### config.mk
export PLATFORM = sky130hd
export DESIGN_NAME = octa16_seq
export DESIGN_NICKNAME = d
export VERILOG_FILES = /design/src/rtl/octa16_seq.sv
export SDC_FILE = /design/constraint.sdc
export NUM_CORES = 1
export LEC_CHECK = 0
export CAP_MARGIN = 0
export CORE_MARGIN = 4
export CORE_UTILIZATION = 52
export CTS_BUF_LIST = sky130_fd_sc_hd__clkbuf_8
export CTS_CLUSTER_SIZE = 8
export DETAILED_ROUTE_END_ITERATION = 16
export GPL_TIMING_DRIVEN = 1
export PLACE_DENSITY = 0.89
export SYNTH_ARGS = -nofsm -noshare
export SYNTH_HDL_FRONTEND = slang
export SYNTH_SLANG_ARGS = --single-unit
export TNS_END_PERCENT = 30
### constraint.sdc
create_clock -name clk -period 2.4 [get_ports clk]
set_input_delay 0.36 -clock clk [delete_from_list [all_inputs] [get_ports clk]]
set_output_delay 0.36 -clock clk [all_outputs]
set_load 0.02 [all_outputs]
### src/rtl/octa16_seq.sv
// Multi-cycle FETCH/DECODE/EXEC/MEM/WB sequencer for the Octa16 core, with memory wait timeout.
// Define OCTA16_SEQ_PERF_EN to add the 16-bit retired-instruction counter output.
module octa16_seq #(
   parameter int unsigned WAIT_MAX = 15,
   parameter int unsigned CNT_W    = 8
) (
   input  logic       clk,
   input  logic       rst_n,
   input  logic       run,
   input  logic [3:0] func,
   input  logic       zero_fl,
   input  logic       lt_fl,
   input  logic       mem_ack,
   output logic       mem_req,
   output logic       mem_we,
   output logic       addr_sel,
   output logic       ir_load,
   output logic       pc_inc,
   output logic       pc_load,
   output logic [2:0] alu_ctrl,
   output logic       alu_flag,
   output logic       rf_we,
   output logic       wb_sel,
   output logic       fault,
   output logic [2:0] state_dbg
`ifdef OCTA16_SEQ_PERF_EN
   ,
   output logic [15:0] retired
`endif
);

   typedef enum logic [2:0] {
      StIdle   = 3'd0,
      StFetch  = 3'd1,
      StDecode = 3'd2,
      StExec   = 3'd3,
      StMem    = 3'd4,
      StWb     = 3'd5,
      StFault  = 3'd7
   } state_e;

   state_e           state_q, state_d;
   logic [CNT_W-1:0] cnt_q, cnt_d;

   logic is_beq, is_blt, is_jmp, is_lb, is_sb, is_mov, is_br, is_mem;
   logic waiting, wait_hit;
   logic [2:0] exec_ctrl;
   logic       exec_flag;

   assign is_beq = (func[2:0] == 3'b101);
   assign is_blt = (func[2:0] == 3'b001);
   assign is_jmp = (func == 4'b0111);
   assign is_lb  = (func[2:0] == 3'b010);
   assign is_sb  = (func[2:0] == 3'b110);
   assign is_mov = (func == 4'b1111);
   assign is_br  = is_beq | is_blt | is_jmp;
   assign is_mem = is_lb | is_sb;

   assign waiting  = (state_q == StFetch) || (state_q == StMem);
   // An ack on the timeout edge wins over the fault.
   assign wait_hit = !mem_ack && (cnt_q == CNT_W'(WAIT_MAX));

   always_comb begin
      exec_ctrl = func[2:0];
      exec_flag = func[3];
      if (is_jmp) begin
         exec_ctrl = 3'b000;
         exec_flag = 1'b0;
      end else if (is_beq || is_blt) begin
         exec_ctrl = 3'b011;
         exec_flag = 1'b1;
      end else if (is_mem) begin
         exec_ctrl = 3'b011;
         exec_flag = 1'b0;
      end else if (is_mov) begin
         exec_ctrl = 3'b111;
         exec_flag = 1'b0;
      end
   end

   always_ff @(posedge clk or negedge rst_n) begin
      if (!rst_n) begin
         state_q <= StIdle;
         cnt_q   <= '0;
      end else begin
         state_q <= state_d;
         cnt_q   <= cnt_d;
      end
   end

   always_comb begin
      state_d = state_q;
      cnt_d   = (waiting && !mem_ack && !wait_hit) ? cnt_q + CNT_W'(1) : '0;
      unique case (state_q)
         StIdle:   if (run) state_d = StFetch;
         StFetch: begin
            if (mem_ack)       state_d = StDecode;
            else if (wait_hit) state_d = StFault;
         end
         StDecode: state_d = StExec;
         StExec: begin
            if (is_br)       state_d = StFetch;
            else if (is_mem) state_d = StMem;
            else             state_d = StWb;
         end
         StMem: begin
            if (mem_ack)       state_d = is_sb ? StFetch : StWb;
            else if (wait_hit) state_d = StFault;
         end
         StWb:     state_d = StFetch;
         StFault:  state_d = StFault;
         default:  state_d = StIdle;
      endcase
   end

   always_comb begin
      mem_req   = 1'b0;
      mem_we    = 1'b0;
      addr_sel  = 1'b0;
      ir_load   = 1'b0;
      pc_inc    = 1'b0;
      pc_load   = 1'b0;
      alu_ctrl  = 3'b000;
      alu_flag  = 1'b0;
      rf_we     = 1'b0;
      wb_sel    = 1'b0;
      fault     = 1'b0;
      state_dbg = state_q;
      unique case (state_q)
         StFetch: begin
            mem_req = 1'b1;
            ir_load = mem_ack;
            pc_inc  = mem_ack;
         end
         StExec: begin
            alu_ctrl = exec_ctrl;
            alu_flag = exec_flag;
            pc_load  = is_jmp | (is_beq & zero_fl) | (is_blt & lt_fl);
         end
         StMem: begin
            mem_req  = 1'b1;
            addr_sel = 1'b1;
            mem_we   = is_sb;
            alu_ctrl = 3'b011;
         end
         StWb: begin
            rf_we    = 1'b1;
            wb_sel   = is_lb;
            alu_ctrl = exec_ctrl;
            alu_flag = exec_flag;
         end
         StFault: fault = 1'b1;
         default: ;
      endcase
   end

`ifdef OCTA16_SEQ_PERF_EN
   logic retire;
   assign retire = (state_q == StWb) || ((state_q == StExec) && is_br) ||
                   ((state_q == StMem) && mem_ack && is_sb);

   always_ff @(posedge clk or negedge rst_n) begin
      if (!rst_n)      retired <= 16'h0000;
      else if (retire) retired <= retired + 16'h0001;
   end
`endif

endmodule

==> run metrics <==
status finished clean; routed len/inst 14.2 microns; Worst Setup EP alu_ctrl[1]; most common library cells after synthesis dfrtp_1, nor2_1, nand2_1; GPL Wtd Cong 0.832; die area 2390 sq um; synthesized cell area 871 sq um; I/O pin total 26; Max Cap Viol 0; Synth async-reset ratio 100%; FF-to-FF Start cnt_q[0]$_DFF_PN0_; Critical Path AT 1.92 ns; setup TNS 0 ns; worst path bufs/invs 3; Antenna Violating Nets Remaining 0; Longest Clk Path Bufs 2; chip width 48.9 microns; TritonCTS buffer count 3; Synth Register Bits 11; Reg2Reg Setup Slack 0.98 ns; grt total ovfl 0; Chip Height 48.9 microns; first-pass GRT wire length 3640 microns; final setup vio count 0; required time of the worst setup path 2.04 ns; Reg2Reg Depth 4; CTS tree done; Crit path max-delay family buffers and inverters; crit start category input pin; CTS H-tree depth 1; Clock Skew 0.000994 ns; period utilisation layout 95.1%; capturing point of the worst reg2reg path cnt_q[4]$_DFF_PN0_; DR vias/cell 5.90; Ys Warns 0; Total Routing Usage GR 19.1%; worst rel slew slack 66.2%; Worst-Skew Late Latency 0.24 ns; Clk pin slew, worst setup/hold paths 0.05 ns; post-layout net count 147; PortBufs 25; row count 14; DP Wirelength 1680 microns; CP Cell Sequence clkdlybuf4s50_1 > buf_4 > and4b_1 > o21ai_0 > a32o_1 > dlygate4sd2_1; CP Capture Type output port; starting density of the core 56.5%; max-slew violations 0; pin count of the biggest net entering global routing 16; Mapped Avg Cell Area 8.37 sq um; Routed WL 2140 microns; initial antenna violation count 0; vias after detailed routing 891; DRC 0; fin crit period 2.28 ns; register area 277 sq um; Critical Path Stages 6; # placed instances 147; Mapped Cells 104; most numerous cell in the Yosys netlist dfrtp_1; Clock Tree Root clkbuf_8; Pwr per Cell Area 859 nW/um^2; Crit Path Max Fanout 7; DR iter-0 viols 9; number of synthesized flops with an enable pin 0; final hold vios 0; post-layout power 1.04 mW; Synth top area share 31.6%; CP max-delay cell clkdlybuf4s50_1; filler cell count 116; Pleak 0.532 nW; leading area contributor after synthesis dfrtp_1; Antenna Cells 0; CP startpoint func[1]; worst slew pin tran 0.505 ns; hold crit path type in2async; core area 1540 sq um; Max IR drop VDD 0.000510 V; Primary FF master, synth dfrtp_1; post-synthesis sequential area ratio 31.6%; Max stage delay on crit path 0.52 ns; area growth from synthesis to layout 38.4%; fmax 438 MHz; Util after Layout 78.2%; vias in the first global route 863; Mapped Nets 115; multi-input combinational cell area 536 sq um; top post-synthesis cells by area dfrtp_1, nor2_1, nor2b_1, or3_1, a21oi_1; Crit Path Class in2out; fraction of layout cells with a size suffix above 1 14.8%; clk sink count 11; total iterations of the first detailed-routing run 4; Netlist cell types 41; final cell count without fillers 151
[layer usage]
metal	track usage, %	up-vias	part of all wire (%)
met5	0	-	0
met4	12.1	0	2.2
met3	4.59	6	4.9
met2	34.3	25	52
met1	19.4	421	41
li1	-	439	-
[sequential cells by signal (all words and copies together) (netlist names)]
register / flops
cnt_q: 8
state_dbg: 3
[metrics by stage]
step,instance area (sq um),worst slack (ns),hold slack (ns)
floorplan,871,0.192,0.0644
global placement,1160,-0.0775,0.519
detailed placement,1160,-0.161,0.523
CTS,1200,0.0836,0.480
global route,1200,-0.00166,0.481
finish,1200,0.117,0.456
[report_power, final]
part           switching [mW]  total, mW  internal, mW
clock network          0.0724      0.185         0.113
logic                   0.277      0.535         0.258
registers              0.0954      0.315         0.220
total                   0.444       1.04         0.591
[layout by cell type, fill, tap and decap left out, types with 2 or more instances in the layout]
cell and instances:
clkdlybuf4s50_1 18, nor2_1 10, dfrtp_1 10, buf_4 8, nand2_1 7, inv_1 7
nor2b_1 6, a21oi_1 6, dlygate4sd2_1 6, o21ai_0 5, or3_1 5, nand2b_1 4
nand3_1 3, nand4_1 3, clkbuf_8 3, xor2_1 2, a32o_1 2, and3_1 2
nor3b_1 2, nor3_1 2
[kinds of logic (layout without fill, tap and decap cells)]
group / Yosys count / in the layout / synth area share, %
multiplexers: 1 / 1 / 1.15
adder cells (fa/ha/maj): 1 / 1 / 1.44
flip-flops: 11 / 11 / 31.6
XOR/XNOR: 3 / 3 / 3.02
AND/OR/NAND/NOR: 52 / 52 / 35.3
AO/OA/AOI/OAI: 24 / 24 / 20.5
buffers and inverters: 12 / 43 / 6.90
[how the worst min path moves through the flow]
| stage | start | end | cells past startpoint |
|---|---|---|---|
| finish | rst_n | state_dbg[0]$_DFFE_PN0P_ | 1 |
| global route | rst_n | cnt_q[3]$_DFF_PN0_ | 1 |
| CTS | rst_n | state_dbg[1]$_DFFE_PN0P_ | 1 |
| detailed placement | cnt_q[0]$_DFF_PN0_ | cnt_q[0]$_DFF_PN0_ | 1 |
| global placement | cnt_q[0]$_DFF_PN0_ | cnt_q[0]$_DFF_PN0_ | 1 |
| floorplan | rst_n | cnt_q[0]$_DFF_PN0_ | 0 |
[layout make-up]
type                       instances  area share [%]
inverter                           6            1.87
clock buffer                       3            3.43
tap                               16            1.66
multi-input combinational         81            44.4
timing repair buffer              33            25.3
clock inverter                     1           0.312
sequential                        11            22.9
[timing repair]
action / 4_1_cts / 5_1_grt
hold endpoints to repair: 0 / 0
hold buffers: 0 / 0
setup buffers: 0 / 0
resized for setup: 7 / 1
endpoints found under the setup margin: 6 / 1
Note: power is estimated with default switching activity, not from simulation.
